### src/rtl/causal_template_fetch_pkg.sv
// causal_template_fetch_pkg: shared defaults and T.87 edge-rule constants for the causal template fetch.
package causal_template_fetch_pkg;
  localparam int def_pixel_length = 8;
  localparam int def_img_width = 16;
  localparam int def_img_height = 16;
  localparam int edge_fill = 0;
  function automatic int at_least_one(input int n);
    return n > 0 ? n : 1;
  endfunction
endpackage

### src/rtl/causal_template_fetch_line_buffer.sv
// causal_template_fetch_line_buffer: one row of samples, two async read ports, one sync write port.
module causal_template_fetch_line_buffer #(
  parameter int depth = 16,
  parameter int width = 8,
  parameter int aw = 4
) (
  input  logic             clk,
  input  logic             we,
  input  logic [aw-1:0]    waddr,
  input  logic [width-1:0] wdata,
  input  logic [aw-1:0]    raddr0,
  output logic [width-1:0] rdata0,
  input  logic [aw-1:0]    raddr1,
  output logic [width-1:0] rdata1
);
  logic [width-1:0] mem [depth];
  assign rdata0 = mem[raddr0];
  assign rdata1 = mem[raddr1];
  always_ff @(posedge clk)
    if (we) mem[waddr] <= wdata;
endmodule

### src/rtl/causal_template_fetch.sv
// causal_template_fetch: raster pixel stream to x plus causal neighbours a/b/c/d with T.87 edge rules.
module causal_template_fetch
  import causal_template_fetch_pkg::*;
#(
  parameter int pixel_length = def_pixel_length,
  parameter int img_width = def_img_width,
  parameter int img_height = def_img_height,
  parameter int col_length = $clog2(img_width),
  parameter int row_length = $clog2(img_height)
) (
  input  logic                    clk,
  input  logic                    rst,
  input  logic [pixel_length-1:0] pixel_in,
  input  logic                    in_valid,
  output logic                    in_ready,
  output logic [pixel_length-1:0] x,
  output logic [pixel_length-1:0] a,
  output logic [pixel_length-1:0] b,
  output logic [pixel_length-1:0] c,
  output logic [pixel_length-1:0] d,
  output logic                    out_valid,
  input  logic                    out_ready,
  output logic                    first_row,
  output logic                    first_col,
  output logic                    last_col,
  output logic                    last_pixel
);
  localparam int cw = at_least_one(col_length);
  localparam int rw = at_least_one(row_length);
  localparam logic [pixel_length-1:0] fill = pixel_length'(edge_fill);
  logic [cw-1:0] col_q, col_d, rd1_addr;
  logic [rw-1:0] row_q, row_d;
  logic [pixel_length-1:0] x_q, x_d, a_q, a_d, b_q, b_d, c_q, c_d, d_q, d_d;
  logic [pixel_length-1:0] prev_a_q, prev_a_d, prev_b_q, prev_b_d, row_start_c_q, row_start_c_d;
  logic [pixel_length-1:0] line_b, line_d, sel_a, sel_b, sel_c, sel_d;
  logic out_valid_q, out_valid_d, first_row_q, first_row_d, first_col_q, first_col_d;
  logic last_col_q, last_col_d, last_pixel_q, last_pixel_d;
  logic accept, at_first_row, at_first_col, at_last_col, at_last_row;
  assign in_ready = !out_valid_q || out_ready;
  assign accept = in_valid && in_ready;
  assign at_first_row = row_q == '0;
  assign at_first_col = col_q == '0;
  assign at_last_col = col_q == cw'(img_width - 1);
  assign at_last_row = row_q == rw'(img_height - 1);
  // col+1 would run past the buffer on the last column; d is taken from b there anyway
  assign rd1_addr = at_last_col ? col_q : col_q + 1'b1;
  causal_template_fetch_line_buffer #(
    .depth(img_width),
    .width(pixel_length),
    .aw(cw)
  ) u_line (
    .clk(clk),
    .we(accept),
    .waddr(col_q),
    .wdata(pixel_in),
    .raddr0(col_q),
    .rdata0(line_b),
    .raddr1(rd1_addr),
    .rdata1(line_d)
  );
  always_comb begin
    sel_b = at_first_row ? fill : line_b;
    sel_a = !at_first_col ? prev_a_q : sel_b;
    sel_c = at_first_row ? fill : at_first_col ? row_start_c_q : prev_b_q;
    sel_d = at_first_row ? fill : at_last_col ? sel_b : line_d;
    col_d = accept ? (at_last_col ? '0 : col_q + 1'b1) : col_q;
    row_d = accept && at_last_col ? (at_last_row ? '0 : row_q + 1'b1) : row_q;
    out_valid_d = accept || (out_valid_q && !out_ready);
    x_d = accept ? pixel_in : x_q;
    a_d = accept ? sel_a : a_q;
    b_d = accept ? sel_b : b_q;
    c_d = accept ? sel_c : c_q;
    d_d = accept ? sel_d : d_q;
    first_row_d = accept ? at_first_row : first_row_q;
    first_col_d = accept ? at_first_col : first_col_q;
    last_col_d = accept ? at_last_col : last_col_q;
    last_pixel_d = accept ? at_last_col && at_last_row : last_pixel_q;
    prev_a_d = accept ? pixel_in : prev_a_q;
    prev_b_d = accept ? sel_b : prev_b_q;
    row_start_c_d = accept && at_first_col ? sel_b : row_start_c_q;
  end
  always_ff @(posedge clk or posedge rst)
    if (rst) begin
      col_q <= '0;
      row_q <= '0;
      out_valid_q <= 1'b0;
      x_q <= '0;
      a_q <= '0;
      b_q <= '0;
      c_q <= '0;
      d_q <= '0;
      first_row_q <= 1'b0;
      first_col_q <= 1'b0;
      last_col_q <= 1'b0;
      last_pixel_q <= 1'b0;
      prev_a_q <= '0;
      prev_b_q <= '0;
      row_start_c_q <= '0;
    end else begin
      col_q <= col_d;
      row_q <= row_d;
      out_valid_q <= out_valid_d;
      x_q <= x_d;
      a_q <= a_d;
      b_q <= b_d;
      c_q <= c_d;
      d_q <= d_d;
      first_row_q <= first_row_d;
      first_col_q <= first_col_d;
      last_col_q <= last_col_d;
      last_pixel_q <= last_pixel_d;
      prev_a_q <= prev_a_d;
      prev_b_q <= prev_b_d;
      row_start_c_q <= row_start_c_d;
    end
  assign out_valid = out_valid_q;
  assign x = x_q;
  assign a = a_q;
  assign b = b_q;
  assign c = c_q;
  assign d = d_q;
  assign first_row = first_row_q;
  assign first_col = first_col_q;
  assign last_col = last_col_q;
  assign last_pixel = last_pixel_q;
endmodule

### config.mk
export PLATFORM = sky130hd
export DESIGN_NAME = causal_template_fetch
export DESIGN_NICKNAME = d
export VERILOG_FILES = /design/src/rtl/causal_template_fetch_pkg.sv /design/src/rtl/causal_template_fetch_line_buffer.sv /design/src/rtl/causal_template_fetch.sv
export SDC_FILE = /design/constraint.sdc
export NUM_CORES = 1
export LEC_CHECK = 0
export BUFFER_PORTS_ARGS = -buffer_cell sky130_fd_sc_hd__clkbuf_2
export CAP_MARGIN = 25
export CORE_ASPECT_RATIO = 1.5
export CORE_MARGIN = 4
export CORE_UTILIZATION = 58
export CTS_BUF_LIST = sky130_fd_sc_hd__clkbuf_4 sky130_fd_sc_hd__clkbuf_8
export DETAILED_ROUTE_END_ITERATION = 10
export GPL_TIMING_DRIVEN = 0
export HOLD_SLACK_MARGIN = 0.12
export PLACE_DENSITY_LB_ADDON = 0.2
export SLEW_MARGIN = 25
export SYNTH_ARGS = -nofsm -noshare
export SYNTH_HDL_FRONTEND = slang
export SYNTH_HIERARCHICAL = 1
export SYNTH_SLANG_ARGS = --single-unit
### constraint.sdc
create_clock -name clk -period 4.8 [get_ports clk]
set_input_delay 0.72 -clock clk [delete_from_list [all_inputs] [get_ports clk]]
set_output_delay 0.72 -clock clk [all_outputs]
set_load 0.05 [all_outputs]
# Yosys cells after proc, flatten, opt, wreduce, memory -nomap -nowiden
# Memories as Yosys holds them, arrays and structs flattened.
# Cells that the tools add are included.
# word_totals
ff_bits	61
mem_bits_rw	128
output_inout_bits	46
n_memories	1
# classes
addsub	2
n_eq_ne	2
n_mux	11
n_reduce_logical	11
# memory_table
name	depth	width	rd	rd_ports_with_merged_regs	wr	line_no	source
u_line.mem	16	8	2	0	1	causal_template_fetch_line_buffer.sv:16	logic [width-1:0] mem [depth];
# op_table
op	count
two-way mux 8 bit	6
two-way mux 4 bit	3
adder 4 x 1 -> 4 bit (second input constant)	2
== test 4 bit (second input constant)	2
logical NOT 4 bit	2
logical AND 1 bit	5
logical NOT 1 bit	2
logical OR 1 bit	2
two-way mux 1 bit	2

# Depth between registers and ports, before layout
# logic_depth
depth_word	5
depth_mapped	12

# Hierarchy
# The synthesis kept the hierarchy.
# by_module_without_submodules
module	instances	cells_per_inst	area_each_um2	seq_area_each_um2
causal_template_fetch_line_buffer	1	291	6025.8	3843.7
causal_template_fetch	1	239	2655.0	1526.5

# Least setup slack after synthesis
# OpenSTA, ideal clock, no wires.
# synth_timing
kind	input to register
start	input out_ready
end	memory u_line.mem[0][0] (enable)
arrival_ns	2.686
required_time_ns	4.417
path_slack_ns	1.730
cell_stages	7
cell_sequence	and2b_4 > inv_2 > nand2_2 > inv_1 > buf_2 > or3b_2 > nor3_1
# synth_between
elab_chain_cells	4
# synth_rtl
element	line_no	source
start, declared	causal_template_fetch.sv:22	input logic out_ready,
logical OR 1 bit	causal_template_fetch.sv:39	assign in_ready = !out_valid_q || out_ready;
net in_ready	causal_template_fetch.sv:15	output logic in_ready,
logical AND 1 bit	causal_template_fetch.sv:40	assign accept = in_valid && in_ready;
net accept	causal_template_fetch.sv:38	logic accept, at_first_row, at_first_col, at_last_col, at_last_row;
two-way mux 1 bit	causal_template_fetch_line_buffer.sv:20	if (we) mem[waddr] <= wdata;
two-way mux 1 bit (not written as such)	causal_template_fetch_line_buffer.sv:20	
end, declared	causal_template_fetch_line_buffer.sv:16	
# The timed path passes the listed nets, and every way through them passes these cells.

# Final worst setup path
# layout_timing
start	register col_q[1]
end	register d_q[7] (netlist: d[7])
# layout_between
elab_chain_cells	5
word_cells_on_any_way	7
# layout_rtl
element	line_no	source
start, declared	causal_template_fetch.sv:31	logic [cw-1:0] col_q, col_d, rd1_addr;
start signal, assigned	causal_template_fetch.sv:100	col_q <= col_d;
adder 4 x 1 -> 4 bit or == test 4 bit (tied branches)	causal_template_fetch.sv:46, causal_template_fetch.sv:43	
two-way mux 4 bit (*)	causal_template_fetch.sv:46	assign rd1_addr = at_last_col ? col_q : col_q + 1'b1;
net rd1_addr[1]	causal_template_fetch.sv:31	
memory read (16 x 8 bit) (*)	-	
net line_d[7]	causal_template_fetch.sv:35	logic [pixel_length-1:0] line_b, line_d, sel_a, sel_b, sel_c, sel_d;
two-way mux 8 bit (*) (2 in series)	causal_template_fetch.sv:65	sel_d = at_first_row ? fill : at_last_col ? sel_b : line_d;
end signal, assigned	causal_template_fetch.sv:91	d_q <= '0;
end signal, assigned	causal_template_fetch.sv:107	d_q <= d_d;
end, declared	causal_template_fetch.sv:33	logic [pixel_length-1:0] x_q, x_d, a_q, a_d, b_q, b_d, c_q, c_d, d_q, d_d;
# The timed path passes the listed nets; every way through them passes the cells marked *.
# A chain may end at the register's enable or synchronous reset.

==> flow_summary.json <==
{
  "outcome": "completed",
  "cp.required_ns": 5.14,
  "crit_chain": "ha_1 > nand3_2 > buf_2 > o21ai_0 > buf_2 > mux4_2 > a22oi_1 > nand2_1 > mux2i_1 > o21ai_1",
  "syn_inst": 530,
  "grt_remaining_overflow": 0,
  "tritoncts": "yes",
  "swShare_pct": 41.7,
  "timing.slew.headroom_pct": 31.3,
  "hold_violations": 0,
  "layout.nets": 626,
  "setup-violations-final": 0,
  "fin_area_sq_mm": 0.00969,
  "start_kind": "flip-flop",
  "synthArstFlopShare_pct": 32.3,
  "drive_gt1_share_pct": 28.0,
  "period_share_pct": 80.7,
  "syn_area_sq_mm": 0.00868,
  "synth-main-ff-cell": "edfxtp_1",
  "pwr-share-seq_pct": 36.9,
  "diodes": 0,
  "worstSetupPathType": "flip-flop to flip-flop",
  "fin_crit_ns": 3.88,
  "drv_cap": 0,
  "postPlaceCellArea_sq_mm": 0.00928,
  "fin_ws_ns": 0.925,
  "final_cell_mix": "128 x edfxtp_1, 68 x nand2_1, 61 x dfrtp_1, 57 x clkbuf_2, 34 x mux4_2",
  "synth-seq-cells": 189,
  "fmax_ghz": 0.258,
  "path_common_cell": "buf_2",
  "grt_pass1_wl_mm": 32.6,
  "fp.dieArea_sq_mm": 0.0170,
  "via_per_inst": 6.42,
  "grt_start_max_net_pins": 54,
  "gp_congestion": 0.932,
  "yosysSeqAreaShare_pct": 61.9,
  "rsz0062_at_grt": "false",
  "syn_to_final_growth_pct": 11.6,
  "place_ws_ns": 1.05,
  "die_y_um": 158,
  "num_rows": 54,
  "yosys_warnings": 6,
  "ant_nets": 0,
  "finClkSkew_ns": 0.0139,
  "wl_mm": 21.2,
  "io_buffer_count": 57,
  "core-area_sq_mm": 0.0146,
  "cts_setup_buffers": 0,
  "mostFrequentLayoutCell": "edfxtp_1",
  "drtIter0Drc": 522,
  "root_buffer": "clkbuf_8",
  "drtPass1Iterations": 5,
  "netlist-cell-type-count": 42,
  "clk_pin_slew_ns": 0.10,
  "p_leak_nw": 3.85,
  "slew_viol_final": 0,
  "synth_edf_count": 128,
  "post-dp-hpwl_mm": 15.2,
  "clockBufferDepth": 2,
  "intPower_mw": 3.48,
  "num_vias": 5248,
  "pin_count": 58,
  "setup_tns_ns": 0,
  "grt_pass1_vias": 5580,
  "vdd_drop_max_v": 0.000329,
  "timing.rr.start": "col_q[1]",
  "htree_levels": 4,
  "routedWlPerCell_um": 26.0,
  "critPathMaxStageDelay_ns": 0.78,
  "avgSynthCellArea_sq_um": 16.4,
  "power_density_mw_per_mm2": 616,
  "cp_max_fo": 17,
  "die-width_um": 108,
  "drc_errors": 0,
  "synth.net_count": 547,
  "whs_ns": 0.139,
  "holdBufCountCts": 0,
  "pwr-share-comb_pct": 44.8,
  "reg2reg_depth": 10,
  "clk_latency_ns": 0.45,
  "crit_cells": 10,
  "hp-class": "input port to asynchronous set/reset pin",
  "grt_antenna_before_repair": 0,
  "tightest_slew_ns": 1.03,
  "ff2ff_setup_slack_ns": 0.92,
  "ctsResizeCount": 0,
  "cts.sinks": 189,
  "worst_path_max_delay_cell": "dfrtp_1",
  "arrival_ns": 4.22,
  "power.switching_mw": 2.49,
  "timing.rr.end": "d[7]",
  "worstSetupEndpointType": "flip-flop",
  "cp_num_buf_inv": 2,
  "initial_core_util_pct": 59.5,
  "numCtsBuffers": 17,
  "grt.total_usage_pct": 26.3,
  "p_clk_share_pct": 18.2,
  "crit_family": "compound AO/OA/AOI/OAI gates"
}
[cell type report]
cell class | count | area, sq um
well taps | 196 | 245
flip-flops and latches | 189 | 5370
plain buffers | 31 | 243
clock buffers | 17 | 234
fillers | 1015 | 4900
inverters | 11 | 43.8
clock inverters | 14 | 179
repair buffers | 60 | 328
multi-input cells | 299 | 3050
[power by group through the flow]
stage | clock network (mW) | logic (mW) | registers (mW)
after detailed placement | 0 | 2.65 | 2.24
after CTS | 1.11 | 2.66 | 2.20
after global routing | 1.17 | 2.82 | 2.23
after global placement | 0 | 2.59 | 2.21
final | 1.09 | 2.67 | 2.20
after floorplan | 0 | 1.48 | 2.64
[cells in the mapped netlist, drive strengths merged (2+ instances only)]
cell / instances / share of area (%)
buf: 25 / 2.1
a21o: 11 / 0.95
a22o: 9 / 0.91
clkdlybuf4s25: 6 / 0.69
nand3: 3 / 0.23
nand2: 70 / 3.1
a21oi: 2 / 0.12
nor3: 6 / 0.40
inv: 11 / 0.48
o21ai: 23 / 1.4
ha: 5 / 0.72
and3: 10 / 0.72
and2: 2 / 0.14
dfrtp: 61 / 18
xnor2: 2 / 0.20
and2b: 3 / 0.29
mux4: 64 / 18
a22oi: 32 / 2.8
nand2b: 2 / 0.14
edfxtp: 128 / 44
nor2b: 2 / 0.14
a221o: 8 / 0.92
nand3b: 2 / 0.17
nor2: 21 / 0.91
mux2i: 16 / 1.8
[routing by layer]
metal  GRT usage (%)  wire length (um)  vias up
li1                -                 -     2273
met1            30.5              7690     2680
met2            47.3             11500      247
met3            3.75              1070       48
met4            13.5               989        0
met5               0                 0        -
[per-stage QoR]
step	total power, mW	cells	utilization, %
after floorplan	4.12	530	-
after global placement	4.81	783	63.1
after global routing	6.23	817	66.4
final	5.96	817	66.4
after CTS	5.97	817	66.4
after detailed placement	4.88	786	63.6
[cell families after synthesis]
group / share of synthesized area (%)
DFF: 61.9
buffers and inverters: 3.27
xor gates and xnor gates: 0.202
and+or+nand+nor: 6.69
AOI/OAI and AO/OA: 7.54
muxes: 19.7
adders and majority gates: 0.721
[flip-flops by register name, summed over array words and instances (netlist names)]
register and flops:
last_col 1, u_line/mem 128, last_pixel 1, c 8, first_row 1, row_q 4, col_q 4, row_start_c_q 8
b 8, a 8, x 8, out_valid 1, d 8, first_col 1
[worst register-to-register path, stage by stage (launching register included)]
cell and delay, ns:
dfrtp_1 0.78, ha_1 0.41, nand3_2 0.18, buf_2 0.27, o21ai_0 0.52, buf_2 0.41
mux4_2 0.38, a22oi_1 0.46, nand2_1 0.10, mux2i_1 0.19, o21ai_1 0.08
[worst max path at each step]
stage / startpoint / endpoint / slack, ns
floorplan: out_ready / u_line/mem[0][0] / 1.73
global placement: out_ready / u_line/mem[0][1] / 1.06
detailed placement: col_q[1] / d[1] / 1.05
CTS: col_q[1] / d[2] / 0.96
global route: col_q[1] / d[1] / 0.74
finish: col_q[1] / d[7] / 0.92
No activity file was read; power rests on OpenSTA's default activity.
